**src/rtl/reset_sequencer_pkg.sv**
```systemverilog
// Shared types and helpers for the reset release sequencer and its users.
package reset_sequencer_pkg;

  typedef enum logic [1:0] {
    HOLD = 2'd0,
    STEP = 2'd1,
    DONE = 2'd2
  } state_t;

  localparam logic POL_ACTIVE_HIGH = 1'b0;
  localparam logic POL_ACTIVE_LOW  = 1'b1;

  function automatic int cnt_w(input int hold, input int step);
    int m;
    m = (hold > step) ? hold : step;
    return (m < 1) ? 1 : $clog2(m + 1);
  endfunction

  // Asserted level per channel: active-low channels assert at 0.
  function automatic logic [15:0] assert_mask(input logic [15:0] active_low);
    logic [15:0] m;
    for (int k = 0; k < 16; k++) begin
      m[k] = (active_low[k] == POL_ACTIVE_LOW) ? 1'b0 : 1'b1;
    end
    return m;
  endfunction

endpackage

```
**src/rtl/reset_sync_chain.sv**
```systemverilog
// Async-set, sync-release shift chain; output falls STAGES edges after in_rst drops.
module reset_sync_chain #(
  parameter int STAGES = 2
) (
  input  logic clk,
  input  logic in_rst,
  output logic rst_s
);

  logic [STAGES-1:0] sync_q;
  logic [STAGES-1:0] sync_d;

  always_comb begin
    sync_d = {sync_q[STAGES-2:0], 1'b0};
  end

  always_ff @(posedge clk or posedge in_rst) begin
    if (in_rst) sync_q <= '1;
    else        sync_q <= sync_d;
  end

  assign rst_s = sync_q[STAGES-1];

endmodule

```
**src/rtl/reset_sequencer.sv**
```systemverilog
// Synchronises the board reset and releases NUM_OUT domain resets one by one
// after a hold period; a software request or a resynchronised reset restarts it.
module reset_sequencer
  import reset_sequencer_pkg::*;
#(
  parameter int                 SYNC_STAGES    = 2,
  parameter int                 NUM_OUT        = 4,
  parameter int                 HOLD_CYCLES    = 16,
  parameter int                 STEP_CYCLES    = 8,
  parameter logic [NUM_OUT-1:0] OUT_ACTIVE_LOW = '0
) (
  input  logic               clk,
  input  logic               in_rst,
  input  logic               sw_rst_req,
  output logic [NUM_OUT-1:0] out_rst,
  output logic               busy,
  output logic               done
);

  localparam int CW = cnt_w(HOLD_CYCLES, STEP_CYCLES);
  localparam int IW = $clog2(NUM_OUT + 1);
  localparam logic [CW-1:0] HOLD_LAST = CW'(HOLD_CYCLES - 1);
  localparam logic [CW-1:0] STEP_LAST = CW'((STEP_CYCLES > 0) ? STEP_CYCLES - 1 : 0);
  localparam logic [IW-1:0] IDX_LAST  = IW'(NUM_OUT - 1);
  localparam logic [NUM_OUT-1:0] ASSERTED = NUM_OUT'(assert_mask(16'(OUT_ACTIVE_LOW)));

  if (SYNC_STAGES < 2 || SYNC_STAGES > 8) begin : g_bad_sync
    $error("reset_sequencer: SYNC_STAGES must be 2..8");
  end
  if (NUM_OUT < 1 || NUM_OUT > 16) begin : g_bad_num
    $error("reset_sequencer: NUM_OUT must be 1..16");
  end
  if (HOLD_CYCLES < 1 || HOLD_CYCLES > 65535) begin : g_bad_hold
    $error("reset_sequencer: HOLD_CYCLES must be 1..65535");
  end
  if (STEP_CYCLES < 0 || STEP_CYCLES > 65535) begin : g_bad_step
    $error("reset_sequencer: STEP_CYCLES must be 0..65535");
  end

  logic rst_s;

  reset_sync_chain #(.STAGES(SYNC_STAGES)) u_sync (
    .clk    (clk),
    .in_rst (in_rst),
    .rst_s  (rst_s)
  );

  state_t             state_q, state_d;
  logic [CW-1:0]      cnt_q, cnt_d;
  logic [IW-1:0]      idx_q, idx_d;
  logic [NUM_OUT-1:0] out_rst_q, out_rst_d;
  logic               busy_q, busy_d;
  logic               done_q, done_d;

  always_comb begin
    state_d   = state_q;
    cnt_d     = cnt_q;
    idx_d     = idx_q;
    out_rst_d = out_rst_q;
    busy_d    = busy_q;
    done_d    = done_q;

    // A resynchronised reset and a software request restart identically.
    if (rst_s || sw_rst_req) begin
      state_d   = HOLD;
      cnt_d     = '0;
      idx_d     = '0;
      out_rst_d = ASSERTED;
      busy_d    = 1'b1;
      done_d    = 1'b0;
    end else begin
      unique case (state_q)
        HOLD: begin
          if (cnt_q == HOLD_LAST) begin
            cnt_d = '0;
            if (STEP_CYCLES == 0 || NUM_OUT == 1) begin
              out_rst_d = ~ASSERTED;
              state_d   = DONE;
              busy_d    = 1'b0;
              done_d    = 1'b1;
            end else begin
              out_rst_d[0] = ~ASSERTED[0];
              idx_d        = IW'(1);
              state_d      = STEP;
            end
          end else if (cnt_q != '1) begin
            cnt_d = cnt_q + CW'(1);
          end
        end
        STEP: begin
          if (cnt_q == STEP_LAST) begin
            cnt_d = '0;
            for (int k = 0; k < NUM_OUT; k++) begin
              if (idx_q == IW'(k)) out_rst_d[k] = ~ASSERTED[k];
            end
            idx_d = idx_q + IW'(1);
            if (idx_q == IDX_LAST) begin
              state_d = DONE;
              busy_d  = 1'b0;
              done_d  = 1'b1;
            end
          end else if (cnt_q != '1) begin
            cnt_d = cnt_q + CW'(1);
          end
        end
        DONE: begin
        end
        default: state_d = HOLD;
      endcase
    end
  end

  always_ff @(posedge clk or posedge in_rst) begin
    if (in_rst) begin
      state_q   <= HOLD;
      cnt_q     <= '0;
      idx_q     <= '0;
      out_rst_q <= ASSERTED;
      busy_q    <= 1'b1;
      done_q    <= 1'b0;
    end else begin
      state_q   <= state_d;
      cnt_q     <= cnt_d;
      idx_q     <= idx_d;
      out_rst_q <= out_rst_d;
      busy_q    <= busy_d;
      done_q    <= done_d;
    end
  end

  assign out_rst = out_rst_q;
  assign busy    = busy_q;
  assign done    = done_q;

endmodule

```
**config.mk**
```make
export PLATFORM = sky130hd
export DESIGN_NAME = reset_sequencer
export DESIGN_NICKNAME = d
export VERILOG_FILES = /design/src/rtl/reset_sequencer_pkg.sv /design/src/rtl/reset_sync_chain.sv /design/src/rtl/reset_sequencer.sv
export SDC_FILE = /design/constraint.sdc
export NUM_CORES = 1
export LEC_CHECK = 0
export BUFFER_PORTS_ARGS = -buffer_cell sky130_fd_sc_hd__buf_2
export CAP_MARGIN = 40
export CORE_MARGIN = 3
export CORE_UTILIZATION = 60
export CTS_CLUSTER_DIAMETER = 30
export CTS_CLUSTER_SIZE = 10
export DETAILED_ROUTE_END_ITERATION = 7
export PLACE_DENSITY_LB_ADDON = 0.15
export SETUP_SLACK_MARGIN = 0.15
export SLEW_MARGIN = 25
export SYNTH_ARGS = -nofsm -noshare
export SYNTH_HDL_FRONTEND = slang
export SYNTH_SLANG_ARGS = --single-unit
```
**constraint.sdc**
```tcl
create_clock -name clk -period 3.2 [get_ports clk]
set_clock_uncertainty 0.05 [all_clocks]
set_input_delay 0 -clock clk [delete_from_list [all_inputs] [get_ports clk]]
set_output_delay 0 -clock clk [all_outputs]
set_load 0.1 [all_outputs]
```
==> results.md, run 1 <==
* Top post-synthesis cells by area: dfrtp_1, dfstp_2, ha_1
* Clock insertion delay at the later pin of the skew report at 300 ps
* Area of the mapped netlist at 930 um2
* Cell taking the most area after synthesis: dfrtp_1
* # IOs at 9
* Synthesis Warnings at 0
* Worst R2R Start: cnt_q[0]
* Yosys top cell area share at 0.296
* CTS tree: yes
* Non-Filler Instances at 111
* Register area at 433 um2
* Worst EP required at 3320 ps
* Fraction of registers with async set/reset at 1.00
* Fin crit period at 1540 ps
* Clock slew at reported path FFs at 100 ps
* Wirelength, routed at 1.60 mm
* Clk root buf: clkbuf_4
* GP Congestion at 0.731
* Reg-to-Reg End: cnt_q[1]
* Post-DR wirelength/cell at 14.4 um
* Sequential share of the synthesized area at 0.466
* Rel. slew slack at 0.579
* Area of the multi-input gates at 443 um2
* Fmax at 0.649 GHz
* CP Class: flip-flop to flip-flop
* Die width at 45.4 um
* Ant diodes at 0
* Vias per cell at 5.82
* Cts repair resizes at 0
* Seq cells post-synth at 17
* CTS Buffer Depth at 2
* Fraction of layout cells with a size suffix above 1 at 0.260
* Critical Path End Type: flip-flop
* Gr ovfl total at 0
* Core area at 0.00138 mm2
* Worst R2R Path Depth at 4
* EDFF count, synth at 0
* Vias in the first global route at 613
* Most common cell in the netlist: dfrtp_1
* Cells after Synth at 87
* Max-cap violations at 0
* Drt first pass iters at 4
* Fillers at 89
* 1st-iter DRT viols at 10
* CP max FO at 6
* Setup Total Neg Slack at 0 ps
* Total GRT Usage at 0.192
* LEAKAGE at 0.481 nW
* Final hold vios at 0
* RSZ-0062 raised after global routing: no
* Hold Crit Start: sw_rst_req
* Mean Syn Cell Area at 10.7 um2
* Hold path depth at 3
* Period utilisation layout at 0.481
* Via count at 646
* TritonCTS Sinks at 17
* Peak VDD IR at 0.336 mV
* Crit path to: cnt_q[1]
* Synth Flop Type: dfrtp_1
* Max Slew Vio Count at 0
* Floorplan row count at 13
* Library cells used by synthesis at 37
* Die Span Y at 45.4 um
* Drt drc at 0
* Slew @ Worst Pin at 629 ps
* # H-tree levels at 1
* Hpwl dp at 1.12 mm
* Area Overhead vs Synth at 7.67%
* CTS buffer count at 3
* Net Count, Synth at 96
* Antenna-violating nets left at 0
* Finish-stage setup viols at 0
* IO Port Bufs at 8
* Design Area, Final at 0.00100 mm2
* First-pass GRT wire length at 2.76 mm
* Hold/Removal Path Class: input port to flip-flop
* Commonest cells in the synthesized netlist: dfrtp_1, inv_1, dfstp_2, ha_1, nor2_1
* Pwr dens at 349 mW/mm2
* Placed insts at 106
* Outcome: completed
* Initial Utilization at 0.672
* Full die area at 0.00206 mm2
* Setup crit start kind: flip-flop
* Fin util at 0.724
* Layout net count at 106
* Initial antenna violation count at 0
* Worst reg-to-reg setup slack at 1660 ps
* Worst Path Arrival at 1660 ps
* Pin count of the biggest net entering global routing at 18
* Placement Cell Area at 965 um2
* CP startpoint: cnt_q[0]
cells in the final DEF (no fill, tap or decap), drive strengths merged:
| cell | instances |
|---|---|
| or2 | 1 |
| dfstp | 6 |
| dfrtp | 11 |
| clkbuf | 4 |
| dlygate4sd3 | 1 |
| nor2b | 3 |
| nand4 | 1 |
| a21oi | 2 |
| or4 | 1 |
| o21ai | 3 |
| o211a | 1 |
| nand3 | 2 |
| a221oi | 1 |
| nand2b | 1 |
| a31oi | 5 |
| conb | 1 |
| o221a | 1 |
| mux2i | 4 |
| nand2 | 4 |
| nor3 | 3 |
| a41oi | 2 |
| buf | 8 |
| a211oi | 2 |
| nand3b | 2 |
| a21boi | 1 |
| inv | 8 |
| xnor2 | 2 |
| a21o | 1 |
| and4 | 1 |
| and3b | 1 |
| ha | 6 |
| nor2 | 6 |
how the worst min path moves through the flow:
| stage | endpoint | slack, ps |
|---|---|---|
| after floorplan | cnt_q[0] | -130 |
| after global placement | idx_q[2] | 50 |
| after detailed placement | cnt_q[0] | 60 |
| after CTS | state_q[1] | 50 |
| after global routing | idx_q[0] | 70 |
| final | state_q[1] | 60 |
layer usage:
layer | GRT usage | share of wire | up-vias | wire length, um
met5 | 0 | 0 | - | 0
met4 | 0.0526 | 0.012 | 0 | 19
met3 | 0.0717 | 0.036 | 3 | 57
met2 | 0.299 | 0.47 | 7 | 753
met1 | 0.249 | 0.48 | 313 | 765
li1 | - | - | 323 | -
stage by stage:
| stage | total power [mW] | setup WS, ps | hold WS [ps] |
|---|---|---|---|
| 4_1_cts | 0.353 | 1660 | 54.9 |
| 5_1_grt | 0.362 | 1560 | 73.9 |
| 3_5_place_dp | 0.238 | 1680 | 56.0 |
| 6_report | 0.350 | 1660 | 60.0 |
| 3_3_place_gp | 0.238 | 1750 | 54.4 |
| 2_1_floorplan | 0.234 | 1780 | -128 |
cell families (layout without fill, tap and decap cells):
group	count (synthesis)	in the layout	share of synthesized area
multiplexers	4	4	0.0431
flip-flops	17	17	0.466
XOR/XNOR	2	2	0.0188
AO/OA/AOI/OAI	19	19	0.144
adder cells (fa/ha/maj)	6	6	0.0808
buffers and inverters	12	21	0.0579
AND/OR/NAND/NOR	26	26	0.186
other	1	1	0.00403
timing repair:
| item | 4_1_cts | 5_1_grt |
|---|---|---|
| hold buffers | 1 | 0 |
| buffers inserted | 0 | 0 |
| hold endpoints to repair | 11 | 0 |
critical path: stages, from the launching register on:
cell,delay [ps]
dfrtp_1,410
ha_1,290
a41oi_1,360
mux2i_1,250
nor3_1,60
state kept, by name, indices dropped and copies added (netlist names):
| signal | flops |
|---|---|
| cnt_q | 5 |
| done | 1 |
| idx_q | 3 |
| out_rst | 4 |
| state_q | 2 |
| u_sync.sync_q | 2 |
layout make-up:
class / instances / area share
sequential: 17 / 0.432
multi-input combinational: 58 / 0.443
clock buffer: 4 / 0.0263
tap: 15 / 0.0188
timing repair buffer: 9 / 0.0500
inverter: 8 / 0.0300
report_power, final:
group | switching (mW) | internal [mW] | leakage, nW
registers | 0.00155 | 0.218 | 0.216
clock network | 0.0663 | 0.0487 | 0.0150
logic | 0.0102 | 0.00474 | 0.250
(Power assumes the default switching activity.)
==> run 2: changes to the inputs <==
--- a/config.mk
+++ b/config.mk
@@ -8,7 +8,7 @@
 export BUFFER_PORTS_ARGS = -buffer_cell sky130_fd_sc_hd__buf_2
 export CAP_MARGIN = 40
 export CORE_MARGIN = 3
-export CORE_UTILIZATION = 60
+export CORE_UTILIZATION = 50
 export CTS_CLUSTER_DIAMETER = 30
 export CTS_CLUSTER_SIZE = 10
 export DETAILED_ROUTE_END_ITERATION = 7
==> constraint.sdc (replaced) <==
create_clock -name clk -period 1.4 [get_ports clk]
set_clock_uncertainty 0.05 [all_clocks]
set_input_delay 0 -clock clk [delete_from_list [all_inputs] [get_ports clk]]
set_output_delay 0 -clock clk [all_outputs]
set_load 0.1 [all_outputs]
==> run 2 against run 1 <==
Sequential share of layout area decreased by 7.0 points. Core utilization increased by 2.2 points. Combinational power increased to 3.1 times the previous value. Worst setup slack got worse by 1700 ps. Worst hold slack got worse by 49 ps. Total power increased by 130%. Largest power group unchanged.
==> results.md, run 2 (synthesis gave the netlist of run 1 again) <==
* IO Port Bufs at 8 (unchanged)
* Clock insertion delay at the later pin of the skew report at 280 ps (was 300 ps)
* Via count at 740 (was 646)
* Area of the multi-input gates at 495 um2 (was 443 um2)
* 1st-iter DRT viols at 14 (was 10)
* Worst EP required at 1530 ps (was 3320 ps)
* Clk root buf: clkbuf_4 (unchanged)
* Pint at 629 uW (was 272 uW)
* Wirelength, routed at 2.01 mm (was 1.60 mm)
* Clk pwr share at 0.320 (was 0.328)
* Reg power frac at 0.623 (was 0.629)
* Rel. slew slack at 0.585 (was 0.579)
* Placement Cell Area at 0.00105 mm2 (was 965 um2)
* Fillers at 138 (was 89)
* Max FFs per register at 5 (unchanged)
* # H-tree levels at 1 (unchanged)
* Critical Path End Type: flip-flop (unchanged)
* Layout net count at 119 (was 106)
* # IOs at 9 (unchanged)
* Full die area at 0.00241 mm2 (was 0.00206 mm2)
* Worst path bufs/invs at 0 (unchanged)
* Max Slew Vio Count at 0 (unchanged)
* Biggest register: cnt_q (unchanged)
* Ant diodes at 0 (unchanged)
* Outcome: completed (unchanged)
* Initial antenna violation count at 0 (unchanged)
* Gr ovfl total at 0 (unchanged)
* CP max FO at 6 (unchanged)
* Slew @ Worst Pin at 622 ps (was 629 ps)
* CP cell instances: ha_4, nand3b_4, or4_4, o211a_1 (was ha_1, a41oi_1, mux2i_1, nor3_1)
* Sw frac at 0.222 (was 0.223)
* Initial Utilization at 0.571 (was 0.672)
* Setup crit start kind: flip-flop (unchanged)
* Hold/Removal Path Class: input port to flip-flop (unchanged)
* First-pass GRT wire length at 3.33 mm (was 2.76 mm)
* Pin count of the biggest net entering global routing at 18 (unchanged)
* Peak VDD IR at 0.531 mV (was 0.336 mV)
* Area Overhead vs Synth at 30.7% (was 7.67%)
* RSZ-0062 raised after global routing: yes (was no)
* Design Area, Final at 0.00121 mm2 (was 0.00100 mm2)
* Most common cell after layout, fill and taps aside: buf_4 (was dfrtp_1)
* Hpwl dp at 1.30 mm (was 1.12 mm)
* Max-cap violations at 0 (unchanged)
* Vias in the first global route at 732 (was 613)
* Worst path slowest cell: or4_4 (was dfrtp_1)
* CTS buffer count at 3 (unchanged)
* Fraction of layout cells with a size suffix above 1 at 0.459 (was 0.260)
* CTS tree: yes (unchanged)
* Non-Filler Instances at 133 (was 111)
* TritonCTS Sinks at 17 (unchanged)
* DP Worst Slack at -16.2 ps (was 1680 ps)
* LEAKAGE at 0.571 nW (was 0.481 nW)
* Placed insts at 119 (was 106)
* Pwr dens at 665 mW/mm2 (was 349 mW/mm2)
* Total GRT Usage at 0.176 (was 0.192)
* Core area at 0.00163 mm2 (was 0.00138 mm2)
* Antenna-violating nets left at 0 (unchanged)
* Vias per cell at 5.56 (was 5.82)
* Register area at 440 um2 (was 433 um2)
* CP Class: flip-flop to flip-flop (unchanged)
* Clock slew at reported path FFs at 90 ps (was 100 ps)
* Net Switching at 179 uW (was 78.0 uW)
* Max incr delay on CP at 420 ps (was 410 ps)
* Setup WS post-layout at 1.83 ps (was 1660 ps)
* Worst Path Arrival at 1530 ps (was 1660 ps)
* Final hold vios at 0 (unchanged)
* GP Congestion at 0.798 (was 0.731)
* Worst reg-to-reg setup slack at 2 ps (was 1660 ps)
* Finish-stage setup viols at 0 (unchanged)
* Drt drc at 0 (unchanged)
* CTS Buffer Depth at 2 (unchanged)
* Drt first pass iters at 4 (unchanged)
* Fmax at 0.715 GHz (was 0.649 GHz)
* Post-DR wirelength/cell at 15.1 um (was 14.4 um)
* Highest-count cells in the layout ignoring fill and taps: buf_4, dfrtp_1, inv_1 (was dfrtp_1, buf_2, inv_1)
* Combinational power share at 0.057 (was 0.043)
* Top cell family by delay on the critical path: simple AND/OR/NAND/NOR gates (was flip-flops)
* Die Span Y at 49.1 um (was 45.4 um)
* Die width at 49.1 um (was 45.4 um)
* Fin crit period at 1400 ps (was 1540 ps)
* Floorplan row count at 14 (was 13)
* Period utilisation layout at 0.999 (was 0.481)
-- run 2: tightest hold or removal path: stages --
cell and delay, ps:
buf_2 100, nor2_2 90, o21ai_0 90, a31oi_1 40
-- run 2: layer usage --
| layer | vias to the layer above | global-route usage | share of wire |
|---|---|---|---|
| li1 | 353 | - | - |
| met1 | 373 | 0.220 | 0.43 |
| met2 | 10 | 0.308 | 0.53 |
| met3 | 4 | 0.0306 | 0.025 |
| met4 | 0 | 0.0521 | 0.011 |
| met5 | - | 0 | 0 |
-- run 2: area by class of cell --
type	instances	area share
multi-input combinational	58	0.408
clock buffer	4	0.0216
sequential	17	0.363
tap	24	0.0247
timing repair buffer	22	0.159
inverter	8	0.0247
-- run 2: worst paths after layout --
| check | endpoint | cells past startpoint | from |
|---|---|---|---|
| max | cnt_q[3] | 4 | cnt_q[1] |
| min | cnt_q[2] | 4 | sw_rst_req |
| max reg2reg | cnt_q[3] | 4 | cnt_q[1] |
| min reg2reg | u_sync.sync_q[1] | 0 | u_sync.sync_q[0] |
| max in group asynchronous | cnt_q[3] | 3 | in_rst |
| min in group asynchronous | idx_q[0] | 3 | in_rst |
-- run 2: power groups by stage --
| stage | combinational [mW] | sequential [mW] | clock, mW |
|---|---|---|---|
| 6_report | 0.0462 | 0.503 | 0.258 |
| 5_1_grt | 0.0528 | 0.504 | 0.289 |
| 4_1_cts | 0.0448 | 0.504 | 0.262 |
| 3_5_place_dp | 0.0366 | 0.513 | 0 |
| 3_3_place_gp | 0.0355 | 0.512 | 0 |
| 2_1_floorplan | 0.0246 | 0.512 | 0 |
-- run 2: metrics by stage --
step	utilization	setup TNS, ps	total power [mW]	hold WS [ps]
2_1_floorplan	-	0	0.537	-128
3_3_place_gp	0.647	0	0.548	57.6
3_5_place_dp	0.647	-31.0	0.549	69.8
4_1_cts	0.717	-5.43	0.810	7.77
5_1_grt	0.746	-241	0.846	30.1
6_report	0.746	0	0.808	11.0
-- run 2: what timing repair did --
item	CTS	global route
buffers inserted	6	3
resized for setup	10	7
hold endpoints to repair	11	0
setup endpoints to repair	17	14
hold buffers	1	0
pin swaps	4	7
==> run 3: changes to the inputs <==
--- a/config.mk
+++ b/config.mk
@@ -8,12 +8,12 @@
 export BUFFER_PORTS_ARGS = -buffer_cell sky130_fd_sc_hd__buf_2
 export CAP_MARGIN = 40
 export CORE_MARGIN = 3
-export CORE_UTILIZATION = 50
+export CORE_UTILIZATION = 56
 export CTS_CLUSTER_DIAMETER = 30
 export CTS_CLUSTER_SIZE = 10
 export DETAILED_ROUTE_END_ITERATION = 7
 export PLACE_DENSITY_LB_ADDON = 0.15
-export SETUP_SLACK_MARGIN = 0.15
+export SETUP_SLACK_MARGIN = 0.1
 export SLEW_MARGIN = 25
 export SYNTH_ARGS = -nofsm -noshare
 export SYNTH_HDL_FRONTEND = slang
==> constraint.sdc (replaced) <==
create_clock -name clk -period 1.3 [get_ports clk]
set_clock_uncertainty 0.05 [all_clocks]
set_input_delay 0 -clock clk [delete_from_list [all_inputs] [get_ports clk]]
set_output_delay 0 -clock clk [all_outputs]
set_load 0.1 [all_outputs]
==> run 3 against run 2 <==
The flow now finishes with violations (negative setup slack). Largest power group unchanged. Critical path depth unchanged. Flip-flop and latch count unchanged. Sequential share of layout area down 4.6 points. Critical endpoint unchanged. Total power up 11%. Clock power up 14%. First-iteration DRC count up 7.1%. Fmax down 1.2%. Count of clock-buffer cells in the layout down 1. Die area down 9.4%. Global-route usage up 8.3 points. Final cell count up 0.75%. Cell area up 14%.
==> results.md, run 3 (synthesis gave the netlist of run 1 again) <==
* Outcome: complete, but fails checks (was completed)
* Failing checks: negative setup slack
* Post-DR wirelength/cell at 21.0 um (was 15.1 um)
* TritonCTS Sinks at 17 (unchanged)
* Sw frac at 0.248 (was 0.222)
* Hold/Removal Path Class: input port to flip-flop (unchanged)
* Pwr dens at 646 mW/mm2 (was 665 mW/mm2)
* Minimum hold slack at 29.1 ps (was 11.0 ps)
* First-pass GRT wire length at 3.86 mm (was 3.33 mm)
* Finish-stage setup viols at 11 (was 0)
* CP cell instances: ha_4, nand3b_4, or4_4, o211a_1 (unchanged)
* Worst EP required at 1450 ps (was 1530 ps)
* Highest Signal Layer: met4 (unchanged)
* Gr ovfl total at 0 (unchanged)
* Fmax at 0.706 GHz (was 0.715 GHz)
* 1st-iter DRT viols at 15 (was 14)
* Hpwl dp at 1.44 mm (was 1.30 mm)
* Period utilisation layout at 1.09 (was 0.999)
* CP Class: flip-flop to flip-flop (unchanged)
* Clk pwr share at 0.329 (was 0.320)
* GP Congestion at 0.879 (was 0.798)
* Fin util at 0.902 (was 0.746)
* Ant diodes at 0 (unchanged)
* Pin count of the biggest net entering global routing at 18 (unchanged)
* Total GRT Usage at 0.260 (was 0.176)
* Die Span Y at 46.7 um (was 49.1 um)
* Most common cell after layout, fill and taps aside: buf_4 (unchanged)
* Via count at 799 (was 740)
* M1 WL at 1.18 mm (was 872 um)
* Vias per cell at 5.96 (was 5.56)
* Die width at 46.7 um (was 49.1 um)
* Drt drc at 0 (unchanged)
* Clock insertion delay at the later pin of the skew report at 300 ps (was 280 ps)
* Worst path slowest cell: or4_4 (unchanged)
* Highest-count cells in the layout ignoring fill and taps: buf_4, dfrtp_1, inv_1 (unchanged)
* Biggest register: cnt_q (unchanged)
* LEAKAGE at 0.654 nW (was 0.571 nW)
* Wirelength, routed at 2.81 mm (was 2.01 mm)
* # H-tree levels at 1 (unchanged)
* Setup WS post-layout at -116 ps (was 1.83 ps)
* Final hold vios at 0 (unchanged)
* Clock slew at reported path FFs at 100 ps (was 90 ps)
* Worst Path Arrival at 1560 ps (was 1530 ps)
* Drt first pass iters at 4 (unchanged)
* Fillers at 58 (was 138)
* Core area at 0.00154 mm2 (was 0.00163 mm2)
* Floorplan row count at 14 (unchanged)
* CP max FO at 4 (was 6)
* Fraction of layout cells with a size suffix above 1 at 0.602 (was 0.459)
* CTS Buffer Depth at 2 (unchanged)
* Non-Filler Instances at 134 (was 133)
* Vias in the first global route at 793 (was 732)
* Placed insts at 122 (was 119)
* Met3 wire len at 93 um (was 50 um)
* Peak VDD IR at 0.605 mV (was 0.531 mV)
* Layout net count at 128 (was 119)
* Critical Path End Type: flip-flop (unchanged)
* Max FFs per register at 5 (unchanged)
* Initial Utilization at 0.603 (was 0.571)
* Max incr delay on CP at 430 ps (was 420 ps)
* DR WL met2 at 1.51 mm (was 1.07 mm)
* Combinational power share at 0.066 (was 0.057)
* Setup crit start kind: flip-flop (unchanged)
* IO Port Bufs at 8 (unchanged)
* DP Worst Slack at -93.1 ps (was -16.2 ps)
* CTS buffer count at 3 (unchanged)
* Max Slew Vio Count at 0 (unchanged)
* Antenna-violating nets left at 0 (unchanged)
* Worst path bufs/invs at 0 (unchanged)
* Fin crit period at 1420 ps (was 1400 ps)
* RSZ-0062 raised after global routing: yes (unchanged)
* Area Overhead vs Synth at 49.5% (was 30.7%)
* CTS tree: yes (unchanged)
* Reg power frac at 0.605 (was 0.623)
* Pint at 676 uW (was 629 uW)
* Net Switching at 223 uW (was 179 uW)
* # IOs at 9 (unchanged)
* Clk root buf: clkbuf_4 (unchanged)
* Initial antenna violation count at 0 (unchanged)
* Setup Total Neg Slack at -563 ps (was 0 ps)
* Max-cap violations at 0 (unchanged)
* Top cell family by delay on the critical path: simple AND/OR/NAND/NOR gates (unchanged)
* Full die area at 0.00219 mm2 (was 0.00241 mm2)
## run 3: cell types whose count changed in the layout (fill, tap and decap cells not counted), sizes merged
cell,delta
clkinv,+1
buf,+9
clkbuf,-1
## run 3: area by class of cell
cell class / instances / area (um2) / share of cell area
Sequential cell: 17 / 440 / 0.317
Multi-Input combinational cell: 58 / 567 / 0.408
Clock inverter: 1 / 5.00 / 0.00360
Tap cell: 16 / 20.0 / 0.0144
Inverter: 8 / 30.0 / 0.0216
Clock buffer: 3 / 22.5 / 0.0162
Timing Repair Buffer: 31 / 305 / 0.220
## run 3: timing repair
action                                 4_1_cts  5_1_grt
resized for setup                           13       19
buffers inserted                             1        6
setup endpoints to repair                   15       17
pin swaps                                    8        9
hold buffers                                 1        0
endpoints found under the hold margin       17        0
## run 3: worst paths after layout
check | from | to | slack (ps) | cells after the start
min in group asynchronous | in_rst | idx_q[0] | 190 | 4
max in group asynchronous | in_rst | u_sync.sync_q[1] | 750 | 4
hold / removal | sw_rst_req | out_rst[0] | 30 | 3
setup reg to reg | cnt_q[1] | cnt_q[3] | -120 | 4
setup / recovery | cnt_q[1] | cnt_q[3] | -120 | 4
hold reg to reg | u_sync.sync_q[0] | u_sync.sync_q[1] | 310 | 0
## run 3: metal layers
metal / up-vias / global-route usage
met5: - / 0
met4: 0 / 0.0884
li1: 369 / -
met2: 16 / 0.423
met3: 4 / 0.0536
met1: 410 / 0.346
## run 3: through the flow
stage	cell area, um2	power, mW
detailed placement	1170	0.599
global route	1390	0.932
global placement	1170	0.597
finish	1390	0.898
floorplan	951	0.578
CTS	1270	0.894
## run 3: tightest hold or removal path: stages
cell and delay [ps]:
buf_2 120, nor2_4 90, a31oi_4 130
## run 3: power groups by stage
stage	clock network (mW)	registers, mW	logic, mW
6_report	0.295	0.544	0.0596
5_1_grt	0.325	0.544	0.0636
4_1_cts	0.300	0.542	0.0525
3_5_place_dp	0	0.551	0.0476
3_3_place_gp	0	0.551	0.0465
2_1_floorplan	0	0.551	0.0269
